`config.mk`:
```
export PLATFORM = sky130hd
export DESIGN_NAME = reset_sequencer
export DESIGN_NICKNAME = d
export VERILOG_FILES = /design/src/rtl/reset_seq_pkg.sv /design/src/rtl/button_debounce.sv /design/src/rtl/reset_sequencer.sv
export SDC_FILE = /design/constraint.sdc
export NUM_CORES = 1
export LEC_CHECK = 0
export CORE_ASPECT_RATIO = 0.8
export CORE_MARGIN = 2
export CORE_UTILIZATION = 30
export CTS_CLUSTER_DIAMETER = 120
export DETAILED_ROUTE_END_ITERATION = 12
export MAX_ROUTING_LAYER = met4
export PLACE_DENSITY = 0.62
export SYNTH_ARGS = -nofsm -noshare
export SYNTH_HDL_FRONTEND = slang
export SYNTH_SLANG_ARGS = --single-unit
```
`constraint.sdc`:
```
create_clock -name hz100 -period 1.77 [get_ports hz100]
set_clock_uncertainty 0.1 [all_clocks]
set_input_delay 0.354 -clock hz100 [delete_from_list [all_inputs] [get_ports hz100]]
set_output_delay 0.354 -clock hz100 [all_outputs]
set_load 0.05 [all_outputs]
```
`src/rtl/reset_seq_pkg.sv`:
```
// reset_seq_pkg
//   Shared types and constants for the staged reset generator.
//   seq_state_t   : sequencer state encoding (also exported on the debug port)
//   RESTART_CNT_W : width of the saturating restart counter
//   sat_inc       : saturating increment used for the restart counter
package reset_seq_pkg;

    typedef enum logic [1:0] {
        SEQ_PRE     = 2'd0,
        SEQ_ASSERT  = 2'd1,
        SEQ_RELEASE = 2'd2,
        SEQ_RUN     = 2'd3
    } seq_state_t;

    localparam int RESTART_CNT_W = 8;

    function automatic logic [RESTART_CNT_W-1:0] sat_inc(input logic [RESTART_CNT_W-1:0] v);
        return (v == {RESTART_CNT_W{1'b1}}) ? v : v + 1'b1;
    endfunction

endpackage

```
`src/rtl/button_debounce.sv`:
```
// button_debounce
//   Qualifies a level input that has been high for DEBOUNCE_CYCLES consecutive
//   clock edges. Produces exactly one qualify pulse per press, no matter how
//   long the input stays high afterwards.
//
//   Ports:
//     hz100         in   clock
//     reset         in   synchronous active-high reset
//     in            in   already-synchronised level input
//     qualify_pulse out  high during the cycle whose rising edge brings the
//                        counter to DEBOUNCE_CYCLES (so the consumer acts on
//                        that very edge)
module button_debounce #(
    parameter int DEBOUNCE_CYCLES = 3
) (
    input  logic hz100,
    input  logic reset,
    input  logic in,
    output logic qualify_pulse
);

    localparam int CNT_W = $clog2(DEBOUNCE_CYCLES + 1);
    localparam logic [CNT_W-1:0] CNT_MAX = CNT_W'(DEBOUNCE_CYCLES);

    logic [CNT_W-1:0] cnt;

    // Counts consecutive high samples, parks at CNT_MAX, clears on any low.
    always_ff @(posedge hz100) begin
        if (reset) begin
            cnt <= '0;
        end else if (!in) begin
            cnt <= '0;
        end else if (cnt != CNT_MAX) begin
            cnt <= cnt + 1'b1;
        end
    end

    // Once cnt sits at CNT_MAX this can never be true again until a low
    // sample clears the counter, giving one pulse per press.
    assign qualify_pulse = in && (cnt == CNT_MAX - 1'b1);

endmodule

```
`src/rtl/reset_sequencer.sv`:
```
// reset_sequencer
//   Power-on / manual reset generator with staggered per-channel release.
//   After reset is sampled low, all NUM_CH outputs go high, stay high for
//   HOLD_CYCLES edges, then release one channel every STAGGER_CYCLES edges,
//   bit 0 first. A debounced manual request restarts the sequence; restarts
//   out of RELEASE/RUN are counted (saturating at 255).
//
//   Optional build macro RESET_SEQ_WATCHDOG_EN adds a RUN-state watchdog
//   (parameter WDT_CYCLES, input wdt_kick, output wdt_fired) that triggers
//   the same restart as a manual request when it is not kicked in time.
//
//   Ports:
//     hz100         in   clock
//     reset         in   synchronous active-high reset
//     manual        in   restart request (already synchronised)
//     wdt_kick      in   watchdog kick (watchdog build only)
//     rst_out       out  active-high reset per domain, bit 0 released first
//     seq_done      out  high while every channel is released (RUN)
//     restart_count out  qualified restarts since reset, saturating
//     wdt_fired     out  one-cycle pulse on watchdog expiry (watchdog build only)
//     state_dbg     out  current sequencer state (seq_state_t encoding)
module reset_sequencer
    import reset_seq_pkg::*;
#(
    parameter int NUM_CH          = 2,
    parameter int HOLD_CYCLES     = 4,
    parameter int STAGGER_CYCLES  = 2,
    parameter int DEBOUNCE_CYCLES = 3
`ifdef RESET_SEQ_WATCHDOG_EN
    ,
    parameter int WDT_CYCLES      = 100
`endif
) (
    input  logic                     hz100,
    input  logic                     reset,
    input  logic                     manual,
`ifdef RESET_SEQ_WATCHDOG_EN
    input  logic                     wdt_kick,
    output logic                     wdt_fired,
`endif
    output logic [NUM_CH-1:0]        rst_out,
    output logic                     seq_done,
    output logic [RESTART_CNT_W-1:0] restart_count,
    output logic [1:0]               state_dbg
);

    localparam int HOLD_W = (HOLD_CYCLES    > 1) ? $clog2(HOLD_CYCLES)    : 1;
    localparam int STAG_W = (STAGGER_CYCLES > 1) ? $clog2(STAGGER_CYCLES) : 1;
    localparam int CH_W   = (NUM_CH         > 1) ? $clog2(NUM_CH)         : 1;

    localparam logic [HOLD_W-1:0] HOLD_LAST = HOLD_W'(HOLD_CYCLES - 1);
    localparam logic [STAG_W-1:0] STAG_LAST = STAG_W'(STAGGER_CYCLES - 1);
    localparam logic [CH_W-1:0]   CH_LAST   = CH_W'(NUM_CH - 1);
    localparam logic [NUM_CH-1:0] CH_BIT0   = NUM_CH'(1);

    seq_state_t        state;
    logic [HOLD_W-1:0] hold_cnt;
    logic [STAG_W-1:0] stag_cnt;
    logic [CH_W-1:0]   ch_idx;     // next channel to release while in RELEASE
    logic              hold_freeze; // manual still held after a qualified restart

    logic manual_qualify;
    logic wdt_expire;
    logic restart_req;

    button_debounce #(
        .DEBOUNCE_CYCLES(DEBOUNCE_CYCLES)
    ) u_debounce (
        .hz100        (hz100),
        .reset        (reset),
        .in           (manual),
        .qualify_pulse(manual_qualify)
    );

`ifdef RESET_SEQ_WATCHDOG_EN
    localparam int WDT_W = $clog2(WDT_CYCLES + 1);
    localparam logic [WDT_W-1:0] WDT_LAST = WDT_W'(WDT_CYCLES - 1);

    logic [WDT_W-1:0] wdt_cnt;

    // Expiry is the edge on which the count would reach WDT_CYCLES.
    assign wdt_expire = (state == SEQ_RUN) && !wdt_kick && (wdt_cnt == WDT_LAST);

    always_ff @(posedge hz100) begin
        if (reset) begin
            wdt_cnt   <= '0;
            wdt_fired <= 1'b0;
        end else begin
            wdt_fired <= wdt_expire;
            if ((state != SEQ_RUN) || wdt_kick || wdt_expire) begin
                wdt_cnt <= '0;
            end else begin
                wdt_cnt <= wdt_cnt + 1'b1;
            end
        end
    end
`else
    assign wdt_expire = 1'b0;
`endif

    // Manual and watchdog restarts are merged, so a coincident pair counts once.
    // Nothing restarts from PRE: that state only exists until the first
    // edge out of reset.
    assign restart_req = (manual_qualify || wdt_expire) && (state != SEQ_PRE);

    always_ff @(posedge hz100) begin
        if (reset) begin
            state         <= SEQ_PRE;
            rst_out       <= '0;
            seq_done      <= 1'b0;
            restart_count <= '0;
            hold_cnt      <= '0;
            stag_cnt      <= '0;
            ch_idx        <= '0;
            hold_freeze   <= 1'b0;
        end else if (restart_req) begin
            state       <= SEQ_ASSERT;
            rst_out     <= '1;
            seq_done    <= 1'b0;
            hold_cnt    <= '0;
            stag_cnt    <= '0;
            ch_idx      <= '0;
            // A watchdog-only restart has manual low, so the restart edge itself
            // is the new starting point; a manual one waits for the release.
            hold_freeze <= manual_qualify;
            if ((state == SEQ_RELEASE) || (state == SEQ_RUN)) begin
                restart_count <= sat_inc(restart_count);
            end
        end else begin
            case (state)
                SEQ_PRE: begin
                    state       <= SEQ_ASSERT;
                    rst_out     <= '1;
                    hold_cnt    <= '0;
                    hold_freeze <= 1'b0;
                end

                SEQ_ASSERT: begin
                    if (hold_freeze) begin
                        // The first low sample of manual is the new start
                        // edge, so the counter is still 0 after it.
                        hold_cnt <= '0;
                        if (!manual) begin
                            hold_freeze <= 1'b0;
                        end
                    end else if (hold_cnt == HOLD_LAST) begin
                        rst_out[0] <= 1'b0;
                        stag_cnt   <= '0;
                        ch_idx     <= CH_W'(1);
                        if (NUM_CH == 1) begin
                            state    <= SEQ_RUN;
                            seq_done <= 1'b1;
                        end else begin
                            state <= SEQ_RELEASE;
                        end
                    end else begin
                        hold_cnt <= hold_cnt + 1'b1;
                    end
                end

                SEQ_RELEASE: begin
                    if (stag_cnt == STAG_LAST) begin
                        rst_out  <= rst_out & ~(CH_BIT0 << ch_idx);
                        stag_cnt <= '0;
                        ch_idx   <= ch_idx + 1'b1;
                        if (ch_idx == CH_LAST) begin
                            state    <= SEQ_RUN;
                            seq_done <= 1'b1;
                        end
                    end else begin
                        stag_cnt <= stag_cnt + 1'b1;
                    end
                end

                SEQ_RUN: begin
                    // Outputs hold until a restart or reset.
                end

                default: begin
                    state <= SEQ_PRE;
                end
            endcase
        end
    end

    assign state_dbg = state;

endmodule

```
==> results.toml <==
[hold_path]
hold_depth = 2
min_to = "seq_done"
min_from = "seq_done"
min_path_type = "reg2reg"

[power_and_ir_drop]
totalPowerFinal_w = 0.00164
power_frac_seq_pct = 36.1
p_switching_w = 0.000607
internal_power_w = 0.00103
powerDensity_nw_per_um2 = 1080
vdd_drop_max_mv = 0.895
p_leak_nw = 0.628
combPwrFrac_pct = 42.4
power.share.clock_pct = 21.5
sw_frac_of_total_pct = 37.1

[yosys]
yosysTopAreaCell = "dfxtp_1"
netlist.area_leader.share_pct = 37.1
synth_warnings = 0
ys_top_cells_by_area = "dfxtp_1 37%, ha_1 10%, nor2_1 5.2%, a21oi_1 3.7%, xnor2_1 3.2%"
synth-edff-count = 0
synth_seq_area_share_pct = 37.1
synth_cells = 117
synth.top_cells.by_count = "20 x dfxtp_1, 15 x nor2_1, 9 x ha_1"
postSynthAreaPerCell_um2 = 9.22
synth-seq-cells = 20
ys_async_sr_fraction_pct = 0
yosys.cell_types.count = 39
synth_most_common_cell = "dfxtp_1"
ys.flop_type = "dfxtp_1"
postSynthNetCount = 129
syn_area_um2 = 1080

[layout]
num_antenna_cells = 0
multi_input_area_um2 = 666
final_util_pct = 43.8
nets = 162
final-seq-area_um2 = 412
fillerInstances = 328
area_growth_pct = 40.0
drive_above_1_share_pct = 36.2
stdcell_area_um2 = 1510

[global_route]
grt_pass1_vias = 875
grt_max_degree = 12
antenna_found_initial = 0
gr-usage-all-layers_pct = 12.7
grt_pass1_wl_um = 3930
overflow = 0

[cts]
cts_buffers = 3
clockBufferDepth = 2
cts_tree = "yes"
h-tree-depth = 1
cts_sinks = 20
clk_pin_slew_ns = 0.07
cts_root_buf = "clkbuf_8"
clk_latency_ns = 0.26

[critical_path]
r2r.worst_path.cells = 7
rr_endpoint = "restart_count[6]"
worstSetupPathType = "reg2reg"
cp_num_buf_inv = 2
crit_chain = "inv_4 > ha_4 > nand3b_4 > buf_12 > a211oi_4 > nand4_1 > mux2_4"
worstSetupStartpointType = "register"
slowest_stage = "dfxtp_4"
end_kind = "register"
ff2ff_setup_slack_ns = 0.03
path_max_fanout = 4
r2r_start = "state_dbg[1]"
critical_path_arrival_ns = 1.80
critPathRequiredTime_ns = 1.82
cp_top_family = "flip-flops"
crit_start = "state_dbg[1]"
max_stage_delay_ns = 0.40

[timing]
max_freq_mhz = 574
final.period_utilization_pct = 98.5
tightest_slew_ns = 0.342
hold_violations = 0
post-route-min-period_ns = 1.74
slew_violations = 0
rsz0062_at_grt = "yes"
finalSetupViolations = 0
max_slew_margin_pct = 77.2

[place]
dp_hpwl_um = 1820
routabilityCongestion = 0.785
placed_area_um2 = 1400
port-buffer-count = 15

[floorplanning]
die_w_um = 71.0
rows = 19
core_area_um2 = 3450
initial_core_util_pct = 31.3
die_area_um2 = 4090
die_y_um = 57.6
ioPinCount = 16

[routing]
drc_errors = 0
vias = 930
wl_per_cell_um = 12.3
ant_nets = 0
drt-total-wl_um = 2350
drtIter0Drc = 50
dr.pass1.iters = 4
viasPerCell = 4.87

[outcome]
status = "finished clean"

[run]
cap_violations = 0
[cell usage in the layout, fill, tap and decap left out, drive strengths merged, types with 3 or more instances in the layout]
master	n
buf	30
dfxtp	20
nor2	16
ha	9
a21oi	8
inv	6
nand2	5
nand3	5
xnor2	4
o21ai	4
clkbuf	4
nand2b	3
[worst register-to-register path, stage by stage, from the launching register on]
cell and delay [ns]:
dfxtp_4 0.40, inv_4 0.05, ha_4 0.15, nand3b_4 0.17, buf_12 0.14, a211oi_4 0.16, nand4_1 0.15, mux2_4 0.31
[routing by layer]
layer	routed length (um)	vias up	track usage [%]	part of all wire, %
li1	-	477	-	-
met1	1150	431	15.9	49
met2	1060	18	19.6	45
met3	95	4	3.83	4.0
met4	40	0	4.85	1.7
met5	0	-	-	0
[timing repair]
action                                  4_1_cts  5_1_grt
setup buffers                                 1        1
hold buffers                                  0        0
resized for setup                             2        3
endpoints found under the setup margin        1        4
pin swaps                                     0        3
hold endpoints to repair                      0        0
[registers in the layout, indices dropped and copies added (netlist names)]
signal	cells
rst_out	2
seq_done	1
restart_count	8
hold_cnt	2
hold_freeze	1
u_debounce.cnt	2
stag_cnt	1
ch_idx	1
state_dbg	2
[kinds of logic after synthesis]
group,after synthesis,synth area share (%)
AND/OR/NAND/NOR,43,21.5
AO/OA/AOI/OAI,26,18.4
flip-flops,20,37.1
multiplexers,4,3.94
buffers and inverters,10,4.52
XOR/XNOR,5,4.06
adder cells (fa/ha/maj),9,10.4
[power by group through the flow]
stage	registers (W)	logic (W)	clock network, W
floorplan	0.000704	0.000339	0
CTS	0.000585	0.000676	0.000369
finish	0.000591	0.000693	0.000352
global route	0.000599	0.000768	0.000383
global placement	0.000589	0.000637	0
detailed placement	0.000594	0.000657	0
[how the worst max path moves through the flow]
stage / to / slack, ns / depth (start not counted)
after CTS: restart_count[7] / 0.005 / 6
final: restart_count[6] / 0.03 / 7
after detailed placement: restart_count[7] / -0.26 / 5
after global placement: restart_count[7] / -0.21 / 5
after global routing: restart_count[6] / -0.03 / 7
after floorplan: restart_count[6] / -0.1 / 7
[stage by stage]
| stage | cells | hold slack, ns | setup TNS (ns) | setup WS (ns) |
|---|---|---|---|---|
| 2_1_floorplan | 117 | 0.316 | -0.142 | -0.0977 |
| 3_3_place_gp | 185 | 0.337 | -1.22 | -0.211 |
| 3_5_place_dp | 185 | 0.342 | -1.43 | -0.256 |
| 4_1_cts | 190 | 0.354 | 0 | 0.00523 |
| 5_1_grt | 191 | 0.379 | -0.0421 | -0.0254 |
| 6_report | 191 | 0.348 | 0 | 0.0273 |
[layout make-up]
cell class / count / area share (%)
multi-input combinational: 87 / 44.1
tap: 42 / 3.48
clock buffer: 4 / 3.65
timing repair buffer: 32 / 19.6
inverter: 6 / 1.99
sequential: 20 / 27.3
No activity file was read; power rests on OpenSTA's default activity.
